[src/rtl/trace_stream_tx_pkg.sv]
// Shared definitions for the trace stream transmitter.
// Holds the record geometry, the serializer state encoding, the word order
// inside a record, and a helper that assembles a record from its four words.
package trace_stream_tx_pkg;

  localparam int unsigned TRACE_REC_W = 128;
  localparam int unsigned TRACE_BYTES = 16;

  // Serializer state encoding
  localparam logic [0:0] ST_IDLE = 1'b0;
  localparam logic [0:0] ST_SEND = 1'b1;

  // Word slots within a record; slot 0 is sent first (most significant)
  localparam int unsigned WORD_SEQ   = 0;
  localparam int unsigned WORD_PC    = 1;
  localparam int unsigned WORD_INSTR = 2;
  localparam int unsigned WORD_ALU   = 3;

  typedef logic [TRACE_REC_W-1:0] trace_rec_t;

  function automatic trace_rec_t pack_rec(input logic [31:0] seq,
                                          input logic [31:0] pc,
                                          input logic [31:0] instr,
                                          input logic [31:0] alu);
    trace_rec_t rec;
    rec = '0;
    rec[TRACE_REC_W-1-32*WORD_SEQ   -: 32] = seq;
    rec[TRACE_REC_W-1-32*WORD_PC    -: 32] = pc;
    rec[TRACE_REC_W-1-32*WORD_INSTR -: 32] = instr;
    rec[TRACE_REC_W-1-32*WORD_ALU   -: 32] = alu;
    return rec;
  endfunction

endpackage

[src/rtl/trace_fifo.sv]
// Single-clock record FIFO for the trace transmitter.
// Ports:
//   clk, reset   clock and asynchronous active-low reset (clears pointers)
//   push, wdata  write a record; ignored when full
//   pop          advance the read pointer; ignored when empty
//   rdata        record at the head (valid when not empty)
//   full, empty  status on current state
//   level        records held, 0..DEPTH
module trace_fifo
  import trace_stream_tx_pkg::*;
#(
  parameter int unsigned DEPTH  = 8,
  parameter int unsigned ADDR_W = 3
) (
  input  logic              clk,
  input  logic              reset,
  input  logic              push,
  input  trace_rec_t        wdata,
  input  logic              pop,
  output trace_rec_t        rdata,
  output logic              full,
  output logic              empty,
  output logic [ADDR_W:0]   level
);

  trace_rec_t        mem [DEPTH];
  logic [ADDR_W:0]   wr_ptr_q;
  logic [ADDR_W:0]   rd_ptr_q;
  logic              do_push;
  logic              do_pop;

  // Extra MSB on each pointer tells full (MSBs differ) from empty (equal).
  assign full    = (wr_ptr_q[ADDR_W] != rd_ptr_q[ADDR_W]) &&
                   (wr_ptr_q[ADDR_W-1:0] == rd_ptr_q[ADDR_W-1:0]);
  assign empty   = (wr_ptr_q == rd_ptr_q);
  assign level   = wr_ptr_q - rd_ptr_q;
  assign do_push = push && !full;
  assign do_pop  = pop && !empty;
  assign rdata   = mem[rd_ptr_q[ADDR_W-1:0]];

  always_ff @(posedge clk or negedge reset) begin
    if (!reset) begin
      wr_ptr_q <= '0;
      rd_ptr_q <= '0;
    end else begin
      if (do_push) wr_ptr_q <= wr_ptr_q + 1'b1;
      if (do_pop)  rd_ptr_q <= rd_ptr_q + 1'b1;
    end
  end

  // Storage needs no reset; pointers define what is valid.
  always_ff @(posedge clk) begin
    if (do_push) mem[wr_ptr_q[ADDR_W-1:0]] <= wdata;
  end

endmodule

[src/rtl/trace_stream_tx.sv]
// Trace transmitter for the single-cycle MIPS core.
// Captures {seq, pc, instruction, aluresout} when capture_en is high, queues
// records in a FIFO and streams each as 16 big-endian bytes over valid/ready.
// Ports:
//   clk, reset        clock and asynchronous active-low reset
//   capture_en        sample pc/instruction/aluresout this cycle
//   clear_overflow    synchronous clear of overflow and drop_count
//   out_data/valid/ready/last  byte stream; last marks byte 15 of a record
//   fifo_level        records queued (excluding the one being sent)
//   overflow          sticky drop flag
//   drop_count        saturating dropped-record count
module trace_stream_tx
  import trace_stream_tx_pkg::*;
#(
  parameter int unsigned DEPTH  = 8,
  parameter int unsigned ADDR_W = 3
) (
  input  logic              clk,
  input  logic              reset,
  input  logic              capture_en,
  input  logic [31:0]       pc,
  input  logic [31:0]       instruction,
  input  logic [31:0]       aluresout,
  input  logic              clear_overflow,
  output logic [7:0]        out_data,
  output logic              out_valid,
  input  logic              out_ready,
  output logic              out_last,
  output logic [ADDR_W:0]   fifo_level,
  output logic              overflow,
  output logic [15:0]       drop_count
);

  localparam logic [3:0] LAST_IDX = 4'(TRACE_BYTES - 1);

  logic [31:0] seq_q;
  logic [0:0]  state_q, state_d;
  logic [3:0]  idx_q, idx_d;
  trace_rec_t  shreg_q, shreg_d;
  logic        overflow_q;
  logic [15:0] drop_count_q;

  logic        fifo_full, fifo_empty, fifo_pop;
  logic        push, drop;
  trace_rec_t  fifo_rdata;

  // Full is judged on pre-edge state, so a same-cycle pop cannot save a record.
  assign push = capture_en && !fifo_full;
  assign drop = capture_en && fifo_full;

  trace_fifo #(
    .DEPTH  (DEPTH),
    .ADDR_W (ADDR_W)
  ) u_fifo (
    .clk   (clk),
    .reset (reset),
    .push  (push),
    .wdata (pack_rec(seq_q, pc, instruction, aluresout)),
    .pop   (fifo_pop),
    .rdata (fifo_rdata),
    .full  (fifo_full),
    .empty (fifo_empty),
    .level (fifo_level)
  );

  always_comb begin
    state_d  = state_q;
    idx_d    = idx_q;
    shreg_d  = shreg_q;
    fifo_pop = 1'b0;
    case (state_q)
      ST_IDLE: begin
        if (!fifo_empty) begin
          fifo_pop = 1'b1;
          shreg_d  = fifo_rdata;
          idx_d    = '0;
          state_d  = ST_SEND;
        end
      end
      ST_SEND: begin
        if (out_ready) begin
          if (idx_q == LAST_IDX) begin
            // Reload straight from the FIFO to avoid a bubble between records
            if (!fifo_empty) begin
              fifo_pop = 1'b1;
              shreg_d  = fifo_rdata;
              idx_d    = '0;
            end else begin
              state_d  = ST_IDLE;
            end
          end else begin
            idx_d   = idx_q + 1'b1;
            shreg_d = {shreg_q[TRACE_REC_W-9:0], 8'h00};
          end
        end
      end
      default: state_d = ST_IDLE;
    endcase
  end

  always_ff @(posedge clk or negedge reset) begin
    if (!reset) begin
      state_q <= ST_IDLE;
      idx_q   <= '0;
      shreg_q <= '0;
      seq_q   <= '0;
    end else begin
      state_q <= state_d;
      idx_q   <= idx_d;
      shreg_q <= shreg_d;
      // Every capture attempt consumes a sequence number, dropped or not
      if (capture_en) seq_q <= seq_q + 32'd1;
    end
  end

  always_ff @(posedge clk or negedge reset) begin
    if (!reset) begin
      overflow_q   <= 1'b0;
      drop_count_q <= '0;
    end else if (clear_overflow) begin
      overflow_q   <= 1'b0;
      drop_count_q <= '0;
    end else if (drop) begin
      overflow_q <= 1'b1;
      if (drop_count_q != 16'hFFFF) drop_count_q <= drop_count_q + 16'd1;
    end
  end

  assign out_valid  = (state_q == ST_SEND);
  assign out_data   = out_valid ? shreg_q[TRACE_REC_W-1 -: 8] : 8'h00;
  assign out_last   = out_valid && (idx_q == LAST_IDX);
  assign overflow   = overflow_q;
  assign drop_count = drop_count_q;

endmodule

[config.mk]
export PLATFORM = sky130hd
export DESIGN_NAME = trace_stream_tx
export DESIGN_NICKNAME = d
export VERILOG_FILES = /design/src/rtl/trace_stream_tx_pkg.sv /design/src/rtl/trace_fifo.sv /design/src/rtl/trace_stream_tx.sv
export SDC_FILE = /design/constraint.sdc
export NUM_CORES = 1
export LEC_CHECK = 0
export CORE_MARGIN = 5
export CORE_UTILIZATION = 43
export CTS_CLUSTER_SIZE = 24
export DETAILED_ROUTE_END_ITERATION = 8
export GPL_TIMING_DRIVEN = 0
export PLACE_DENSITY = 0.64
export SETUP_SLACK_MARGIN = 0.3
export SLEW_MARGIN = 30
export SYNTH_ARGS = -nofsm -noshare
export SYNTH_HDL_FRONTEND = slang
export SYNTH_HIERARCHICAL = 1
export SYNTH_SLANG_ARGS = --single-unit
[constraint.sdc]
create_clock -name clk -period 28.4 [get_ports clk]
set_clock_uncertainty 0.05 [all_clocks]
set_input_delay 4.26 -clock clk [delete_from_list [all_inputs] [get_ports clk]]
set_output_delay 4.26 -clock clk [all_outputs]
set_load 0.05 [all_outputs]
Yosys cells after proc, flatten, opt, wreduce, memory -nomap -nowiden
Memories as Yosys holds them, arrays and structs flattened.
Index checks and enable logic that the tools add are counted.
Operators by class
  add/sub/neg operators: 6
  equal/unequal tests: 6
  mux-type cells: 23
  bitwise logic cells: 1
  reductions and logical operators: 11
Operator list (count)
  128-bit two-way mux: 3
  128-bit one-hot mux with 2 select lines: 1
  16-bit two-way mux: 3
  32-bit by 1-bit adder with 32-bit output (second input constant): 1
  16-bit by 1-bit adder with 16-bit output (second input constant): 1
  16-bit inequality test (second input constant): 1
  4-bit by 1-bit adder with 4-bit output (second input constant): 3
  4-bit two-way mux: 3
  1-bit two-way mux: 9
  8-bit two-way mux: 1
  4-bit one-hot mux with 2 select lines: 1
  1-bit logical AND: 6
  4-bit equality test: 1
  4-bit equality test (second input constant): 1
  1-bit one-hot mux with 2 select lines: 2
  2-bit nonzero test: 2
  4-bit subtractor: 1
  3-bit equality test: 1
  1-bit zero test: 2
  2-bit inequality test (second input constant): 1
  2-bit AND reduction: 1
  1-bit inequality test: 1
  1-bit inverter: 1
Storage, ports and cells
  register bits after elaboration: 190
  memory bits (writable): 1024
  bits of input ports: 101
  word-level logic and storage cells: 56
  memories kept: 1
Memories
  u_fifo.mem: depth 8, width 128, rd ports 1, clocked after memory_dff 0, wr ports 1, line trace_fifo.sv:26  | trace_rec_t mem [DEPTH];

Depth between registers and ports, before layout
Gate-level depths: netlist of the first run.
  word-level depth: 7
  depth in mapped cells: 12
  gate-level depth less buffers: 9

Cells and area by module
Netlist of the first run, hierarchy kept.
By module, submodules not included
  trace_fifo: instances 1, cells an instance 1808, area an instance 39050.0 um2, seq. area each 30949.7 um2
  trace_stream_tx: instances 1, cells an instance 795, area an instance 7696.1 um2, seq. area each 4554.4 um2

Worst setup path before layout of the first run
OpenSTA, ideal clock, no wires.
  kind: input -> register
  start point: input capture_en
  end point: memory u_fifo/mem[0][0] (netlist name) (enable)
  arrival: 16891 ps
  data required time: 27422 ps
  path slack: 10531 ps
  stages on the path: 4
  buffers on the path: 1
  path through: clkbuf_1 -> nor2b_1 -> o21ai_2 -> nor4_1
Between the ends
  word-level cells in the longest chain between the ends: 4
RTL lines
  from (decl): line trace_stream_tx.sv:20  | input logic capture_en,
  1-bit logical AND: line trace_stream_tx.sv:48  | assign push = capture_en && !fifo_full;
  net push: line trace_stream_tx.sv:44  | logic push, drop;
  1-bit logical AND: line trace_fifo.sv:37  | assign do_push = push && !full;
  1-bit two-way mux: line trace_fifo.sv:53  | if (do_push) mem[wr_ptr_q[ADDR_W-1:0]] <= wdata;
  1-bit two-way mux (implied by the code): line trace_fifo.sv:53
  to (decl): line trace_fifo.sv:26
The timed path passes the listed nets, and every way through them passes these cells.

Worst setup path in the final report of the first run
  start point: register u_fifo.rd_ptr_q[1]
  end point: output fifo_level[3]
Between the ends
  word-level cells in the longest chain between the ends: 1
RTL lines
  from (decl): line trace_fifo.sv:28  | logic [ADDR_W:0] rd_ptr_q;
  from (signal assigned): line trace_fifo.sv:47  | if (do_pop) rd_ptr_q <= rd_ptr_q + 1'b1;
  4-bit subtractor: line trace_fifo.sv:36  | assign level = wr_ptr_q - rd_ptr_q;
  to (decl): line trace_stream_tx.sv:29  | output logic [ADDR_W:0] fifo_level,
No other way between the ends.

==> results of run 1 <==
## logic make-up after synthesis
group,after synthesis,synth area share [%]
mux,260,12.4
compound gates,161,2.22
flops,1214,76.0
fa+ha+maj,9,0.257
xor+xnor,48,0.899
simple gates,764,6.54
buf+inv,147,1.70
## cell type report
class,instances,area [um^2]
inverters,14,52.6
clock buffers,164,3300
repair buffers,285,3000
flip-flops and latches,1214,35500
multi-input cells,1242,10500
plain buffers,133,752
diodes,8,20.0
fillers,8577,52700
clock inverters,65,762
well taps,1414,1770
## flip-flops by register name, summed over array words and instances, names as in the netlist
signal / cells
out_valid: 1
u_fifo/wr_ptr_q: 4
u_fifo/rd_ptr_q: 4
overflow: 1
idx_q: 4
seq_q: 32
shreg_q: 128
drop_count: 16
u_fifo/mem: 1024
## worst register-to-register path: cells and delay by family (launching register included)
kind,cells,cell delay (ns)
flip-flops,1,0.43
buffers and inverters,12,2.89
adder cells (fa/ha/maj),1,0.30
AND/OR/NAND/NOR,4,1.14
AO/OA/AOI/OAI,1,0.18
## worst max-delay path by stage
| stage | end | slack, ns |
|---|---|---|
| finish | fifo_level[3] | 20.20 |
| global route | fifo_level[3] | 20.04 |
| CTS | fifo_level[3] | 20.16 |
| detailed placement | u_fifo/mem[0][67] | 20.54 |
| global placement | u_fifo/mem[0][55] | -3.58 |
| floorplan | u_fifo/mem[0][0] | 10.53 |
## cells in the final DEF (no fill, tap or decap), types with 8 or more instances in the layout
master	synthesis	routed
nand4_1	11	11
bufinv_16	0	15
buf_6	28	36
diode_2	0	8
clkbuf_16	0	121
a22o_1	9	9
dfrtp_1	190	190
buf_16	0	27
clkdlybuf4s50_1	0	128
and3_1	9	9
ha_1	8	8
xor2_1	14	14
clkinv_2	0	21
nand3_1	18	18
clkbuf_8	0	11
and2_1	9	9
clkbuf_1	70	96
a21oi_1	9	9
buf_2	25	52
o22ai_1	120	120
nand2_1	418	418
nor2_1	268	265
clkinv_1	1	20
inv_1	13	13
edfxtp_1	1024	1024
buf_1	9	9
buf_4	1	93
xnor2_1	34	34
mux4_2	256	256
## layer usage
metal,vias up,global-route usage (%)
li1,10900,-
met1,13200,26.8
met2,860,30.7
met3,182,4.08
met4,6,4.68
met5,-,0
## metrics by stage
step / setup WS (ns) / util [%] / hold WS [ns] / instances
after CTS: 20.16 / 51.3 / 0.460 / 4531
after detailed placement: 20.54 / 47.6 / 0.443 / 4302
after global routing: 20.04 / 51.3 / 0.477 / 4532
after floorplan: 10.53 / - / 0.417 / 2603
final: 20.20 / 51.3 / 0.452 / 4539
after global placement: -3.58 / 45.9 / 0.434 / 4146
## power by group through the flow
stage	Sequential [mW]	Combinational [mW]	Clock, mW
after floorplan	2.41	0.683	0
after global placement	2.53	0.987	0
after detailed placement	2.39	1.11	0
after CTS	2.36	1.12	1.64
after global routing	2.38	1.18	1.71
final	2.36	1.10	1.61
==> flow_metrics.tcl, run 1 <==
set metrics [dict create \
    drv_cap 0 \
    design_area_mm2 0.0557 \
    netlist_instances 2603 \
    setup-violations-final 0 \
    totalPowerFinal_mw 5.06 \
    min_from "shreg_q[22]" \
    grt_first_pass_wirelength_um 167000 \
    nets 3120 \
    route.met3.wl_um 7950 \
    vias 25200 \
    std_cell_rows 121 \
    peakVddDrop_mv 0.0595 \
    required_ns 24.09 \
    p_clk_share_pct 31.7 \
    path_max_fanout 10 \
    initial_core_util_pct 43.1 \
    insertion_delay_ns 0.70 \
    firstDrtPassIters 5 \
    ys.flop_type "edfxtp_1" \
    path_clk_slew_ns 0.06 \
    die_w_um 340 \
    drc_errors 0 \
    clock.fmax_ghz 0.122 \
    cts_hold_repair.buffers 0 \
    synth_edf_count 1024 \
    rsz0062_at_grt "false" \
    synth-seq-area-share_pct 76.0 \
    cts_tree "yes" \
    dieArea_mm2 0.115 \
    die_y_um 340 \
    end_kind "output port" \
    cp_data_arrival_time_ns 3.89 \
    combinationalPowerShare_pct 21.7 \
    cts_root_buf "clkbuf_16" \
    drt_iter0_markers 2516 \
    yosysTopAreaCellShare_pct 65.8 \
    switching_share_pct 27.5 \
    maxSlewHeadroom_pct 33.3 \
    reg2reg_to "u_fifo/mem[0][64]" \
    syn_avg_cell_area_um2 18.0 \
    setup_tns_ns 0 \
    wl_per_cell_um 24.3 \
    io_pins 132 \
    grt_max_degree 79 \
    cts_resized 0 \
    timing.rr.start "u_fifo/rd_ptr_q[1]" \
    finalHoldViolations 0 \
    crit_family "buffers and inverters" \
    syn-num-nets 2713 \
    run_status "finished clean" \
    core_area_mm2 0.108 \
    crit_cells 9 \
    power.internal_mw 3.67 \
    via_per_inst 5.54 \
    grt_use_total_pct 19.0 \
    reg2regPathDepth 18 \
    synth_most_common_cell "edfxtp_1" \
    p_switching_mw 1.39 \
    yosys-top-cells-count "1024 x edfxtp_1, 418 x nand2_1, 268 x nor2_1, 256 x mux4_2, 190 x dfrtp_1" \
    drv_slew 0 \
    m1WireLength_um 46500 \
    max_stage_delay_ns 0.88 \
    yosys_warnings 6 \
    antenna_found_initial 14 \
    cts_setup_buffers 0 \
    p_leak_nw 19.1 \
    crit_path_start_kind "register" \
    reg2reg_setup_slack_ns 23.13 \
    seqPwrFrac_pct 46.5 \
    crit_buf_inv 5 \
    clock_sinks 1214 \
    period_needed_ns 8.20 \
    drive_gt1_share_pct 21.6 \
    synth_cell_type_count 48 \
    highest_layer "met5" \
    synthTopCellsByArea "edfxtp_1 66%, mux4_2 12%, dfrtp_1 10%" \
    first_global_vias 26400 \
    gp_congestion 0.831 \
    synthArstFlopShare_pct 15.7 \
    overflow 0 \
    synth-seq-cells 1214 \
    cpMostUsedCell "buf_2" \
    fin_crit_sh_pct 28.9 \
    min_to "shreg_q[30]" \
    setup.worst_path.start "u_fifo/rd_ptr_q[1]" \
    ant_nets 0 \
    place_area_mm2 0.0516 \
    critPathSlowestCell "clkdlybuf4s50_1" \
    min_path_cells 2 \
    area_delta_synth_final_pct 19.1 \
    synth_top_cell_by_area "edfxtp_1" \
    drt_wl_total_um 110000 \
    syn-cell-area_mm2 0.0467 \
    worst_pin_slew_ns 1.00 \
    crit_type "register to output port" \
    portBuffers 129 \
    wl_met2_um 53200 \
    htreeDepth 3 \
    hp-class "register to register" \
    hpwlAfterDp_um 74100 \
    crit_chain "buf_2 > buf_2 > buf_2 > inv_1 > ha_1 > a21o_1 > a21oi_1 > xnor2_1 > clkdlybuf4s50_1" \
    power_density_mw_per_mm2 91.0 \
    cts_buffer_depth 3 \
    numCtsBuffers 120 \
]
No activity file was read; power rests on OpenSTA's default activity.
==> inputs of run 2 (changes only) <==
PLACE_DENSITY = 0.66   (was 0.64)
clock period = 6.55 ns   (was 28.4 ns; I/O delays follow)
==> flow_metrics.tcl, run 2 (synthesized netlist as in run 1, its figures left out) <==
set metrics [dict create \
    run_status "finished clean" \
    largest_reg_flops 1024 \
    crit_type "register to output port" \
    vias 24800 \
    nFillCells 8637 \
    grt_use_total_pct 18.9 \
    required_ns 5.52 \
    die_w_um 340 \
    drt_wl_total_um 109000 \
    grt_first_pass_wirelength_um 165000 \
    crit_chain "buf_4 > buf_6 > buf_6 > inv_1 > ha_1 > a21o_1 > a21oi_1 > xnor2_1 > clkdlybuf4s50_1" \
    critPathSlowestCell "clkdlybuf4s50_1" \
    power_density_mw_per_mm2 394 \
    reg2regPathDepth 13 \
    rsz0062_at_grt "false" \
    p_leak_nw 18.9 \
    crit_path_start_kind "register" \
    firstDrtPassIters 5 \
    cts_root_buf "clkbuf_16" \
    drt_iter0_markers 2386 \
    via_per_inst 5.53 \
    antenna_found_initial 12 \
    htreeDepth 3 \
    io_pins 132 \
    max_stage_delay_ns 0.89 \
    clock_sinks 1214 \
    final_common_cell "edfxtp_1" \
    core_area_mm2 0.108 \
    cp_data_arrival_time_ns 3.54 \
    insertion_delay_ns 0.70 \
    cts_hold_repair.buffers 0 \
    worst_pin_slew_ns 1.06 \
    numCtsBuffers 116 \
    std_cell_rows 121 \
    place_area_mm2 0.0516 \
    hp-class "input pin to asynchronous set/reset pin" \
    peakVddDrop_mv 0.300 \
    first_global_vias 26000 \
    layout_common_cells "1024 x edfxtp_1, 418 x nand2_1, 265 x nor2_1" \
    route.met3.wl_um 9300 \
    end_kind "output port" \
    setup-violations-final 0 \
    clock.fmax_ghz 0.219 \
    area_delta_synth_final_pct 18.8 \
    cts_tree "yes" \
    dieArea_mm2 0.115 \
    design_area_mm2 0.0555 \
    drv_slew 0 \
    cts_resized 0 \
    finalHoldViolations 0 \
    hpwlAfterDp_um 73400 \
    period_needed_ns 4.57 \
    drv_cap 0 \
    maxSlewHeadroom_pct 29.6 \
    cts_setup_buffers 0 \
    drive_gt1_share_pct 20.4 \
    initial_core_util_pct 43.1 \
    grt_max_degree 84 \
    cts_buffer_depth 3 \
    gp_congestion 0.813 \
    portBuffers 129 \
    path_max_fanout 10 \
    die_y_um 340 \
    wl_met2_um 52900 \
    nets 3065 \
    holdWs_ns 0.109 \
    overflow 0 \
    drc_errors 0 \
    wl_per_cell_um 24.4 \
    ant_nets 0 \
    m1WireLength_um 44200 \
    highest_layer "met5" \
    cpMostUsedCell "buf_6" \
    path_clk_slew_ns 0.06 \
    fin_crit_sh_pct 69.8 \
]
[run 2: cell count changes in the layout (fill, tap and decap cells not counted), moves of 4 or more]
cell | before | now
buf_2 | 52 | 22
clkinvlp_4 | 1 | 8
buf_6 | 36 | 81
nor3_2 | 6 | 0
buf_8 | 1 | 15
nor3_4 | 0 | 4
clkinv_1 | 20 | 10
buf_4 | 93 | 15
[run 2: worst max-delay path, delay by kind of cell (launching register included)]
| kind | cells | cell delay, ns |
|---|---|---|
| DFF | 1 | 0.42 |
| xor gates and xnor gates | 1 | 0.17 |
| adders and majority gates | 1 | 0.30 |
| AOI/OAI and AO/OA | 2 | 0.38 |
| buffers and inverters | 5 | 1.56 |
[run 2: area by class of cell]
type	count	area [um^2]	share of cell area, %
inverter	14	52.6	0.0946
sequential	1214	35500	63.9
buffer	133	766	1.38
clock inverter	57	693	1.25
clock buffer	163	3280	5.91
antenna	7	17.5	0.0315
timing repair buffer	234	2920	5.26
multi-input combinational	1242	10500	19.0
tap	1414	1770	3.18
[run 2: path summary, 6_finish.rpt]
path                                           to  slack (ns)               start
worst min-delay path                drop_count[1]        0.11               reset
worst max-delay path                fifo_level[3]        1.98  u_fifo/rd_ptr_q[1]
worst min register to register         shreg_q[3]        0.46          shreg_q[3]
max in group asynchronous             shreg_q[65]        5.18               reset
worst max register to register  u_fifo/mem[4][48]        2.32  u_fifo/rd_ptr_q[2]
min in group clk                       shreg_q[3]        0.46          shreg_q[3]
[run 2: per-stage QoR]
stage                     power (mW)  util, %  setup TNS (ns)  std cells  setup WS [ns]
final                           21.9     51.2               0       4478           1.98
after global routing            22.8     51.2               0       4472           1.83
after CTS                       22.1     51.2               0       4471           1.92
after detailed placement        15.2     47.6               0       4251           2.31
after global placement          15.0     46.0        -6554.29       4146          -7.82
after floorplan                 13.3        -         -558.80       2603          -1.19
[run 2: per-layer routing]
layer | global-route usage, % | vias to the layer above
met5 | 0 | -
met3 | 5.08 | 196
met2 | 30.5 | 901
met4 | 5.28 | 12
met1 | 25.8 | 12900
li1 | - | 10800
[run 2: report_power, final]
part	internal, mW	switching [mW]
combinational	2.09	2.68
sequential	9.72	0.523
clock	4.02	2.83
total	15.8	6.03
==> inputs of run 3 (changes only) <==
PLACE_DENSITY = 0.64   (was 0.66)
clock period = 4.5 ns   (was 6.55 ns; I/O delays follow)
==> flow_metrics.tcl, run 3 (synthesized netlist as in run 1, its figures left out) <==
set metrics [dict create \
    peakVddDrop_mv 0.354 \
    cts_buffer_depth 3 \
    crit_path_start_kind "register" \
    std_cell_rows 121 \
    drt_iter0_markers 2008 \
    path_clk_slew_ns 0.06 \
    cts_tree "yes" \
    crit_type "register to register" \
    htreeDepth 3 \
    nFillCells 8605 \
    insertion_delay_ns 0.71 \
    portBuffers 129 \
    nets 3068 \
    final_core_util_pct 51.3 \
    vias 24800 \
    initial_core_util_pct 43.1 \
    final_common_cell "edfxtp_1" \
    area_delta_synth_final_pct 18.9 \
    crit_buf_inv 8 \
    core_area_mm2 0.108 \
    fin_crit_sh_pct 87.6 \
    cpMostUsedCell "buf_6" \
    hpwlAfterDp_um 72400 \
    critPathSlowestCell "nor3_4" \
    overflow 0 \
    crit_family "buffers and inverters" \
    die_y_um 340 \
    required_ns 4.84 \
    drv_cap 0 \
    run_status "finished clean" \
    crit_chain "inv_1 > clkbuf_2 > ha_1 > nand3_4 > nor2_4 > nor2b_4 > o21ai_4 > nor3_4 > buf_6 > buf_6 > buf_6 > buf_8 > buf_8 > buf_6" \
    drt_wl_total_um 108000 \
    setup_tns_ns 0 \
    ant_nets 0 \
    drv_slew 0 \
    dieArea_mm2 0.115 \
    layout_common_cells "1024 x edfxtp_1, 418 x nand2_1, 264 x nor2_1" \
    power_density_mw_per_mm2 570 \
    end_kind "register" \
    cp_data_arrival_time_ns 4.29 \
    numCtsBuffers 120 \
    wl_per_cell_um 24.0 \
    first_global_vias 25800 \
    path_max_fanout 11 \
    die_w_um 340 \
    via_per_inst 5.52 \
    p_leak_nw 18.9 \
    layout.cells.non_filler 4490 \
    design_area_mm2 0.0556 \
    setup-violations-final 0 \
    grt_max_degree 77 \
    grt_first_pass_wirelength_um 163000 \
    maxSlewHeadroom_pct 29.2 \
    period_needed_ns 3.94 \
    finalHoldViolations 0 \
    clock.fmax_ghz 0.254 \
    largest_reg_flops 1024 \
    worst_pin_slew_ns 1.06 \
    hp-class "input pin to register" \
    drive_gt1_share_pct 20.4 \
    antenna_found_initial 18 \
    gp_congestion 0.829 \
    grt_use_total_pct 18.7 \
    max_stage_delay_ns 0.58 \
    rsz0062_at_grt "false" \
    cts_setup_buffers 0 \
    place_inst 4249 \
    clock_sinks 1214 \
    firstDrtPassIters 5 \
    holdWs_ns 0.338 \
    cts_root_buf "clkbuf_16" \
    place_area_mm2 0.0516 \
    drc_errors 0 \
    io_pins 132 \
]
## run 3: power by group
group | internal (mW) | total, mW | switching [mW]
Sequential | 14.2 | 14.9 | 0.740
Clock | 5.75 | 9.86 | 4.11
Combinational | 3.05 | 6.94 | 3.89
## run 3: final cells by class
type	count	area, um^2	share of cell area [%]
Clock inverter	52	512	0.921
Tap cell	1414	1770	3.18
Inverter	14	52.6	0.0946
Multi-Input combinational cell	1242	10600	19.0
Buffer	133	772	1.39
Clock buffer	178	3440	6.20
Timing Repair Buffer	233	2910	5.24
Sequential cell	1214	35500	63.9
Antenna cell	10	25.0	0.0450
## run 3: path summary, 6_finish.rpt
kind | startpoint | slack (ns) | endpoint | cells after the start
max in group asynchronous | reset | 3.17 | shreg_q[81] | 3
min | clear_overflow | 0.34 | drop_count[5] | 2
max | u_fifo/rd_ptr_q[2] | 0.56 | u_fifo/mem[5][49] | 14
min reg2reg | shreg_q[0] | 0.46 | shreg_q[0] | 1
max reg2reg | u_fifo/rd_ptr_q[2] | 0.56 | u_fifo/mem[5][49] | 14
min in group asynchronous | reset | 0.45 | drop_count[2] | 2
## run 3: per-layer routing
layer | track usage (%) | vias up | wire (um)
li1 | - | 10800 | -
met1 | 25.7 | 13000 | 45100
met5 | 0 | - | 98
met4 | 4.61 | 14 | 2450
met2 | 30.2 | 848 | 52100
met3 | 4.79 | 178 | 8010
## run 3: repair_timing
item	CTS	global route
setup endpoints to repair	0	1
endpoints found under the hold margin	49	0
resized for setup	0	1
hold buffers	1	0
## run 3: per-stage QoR
step	setup slack (ns)	total power [mW]
after detailed placement	0.519	22.1
final	0.557	31.7
after global routing	0.324	33.0
after floorplan	-1.60	19.3
after global placement	-6.18	21.6
after CTS	0.321	32.0
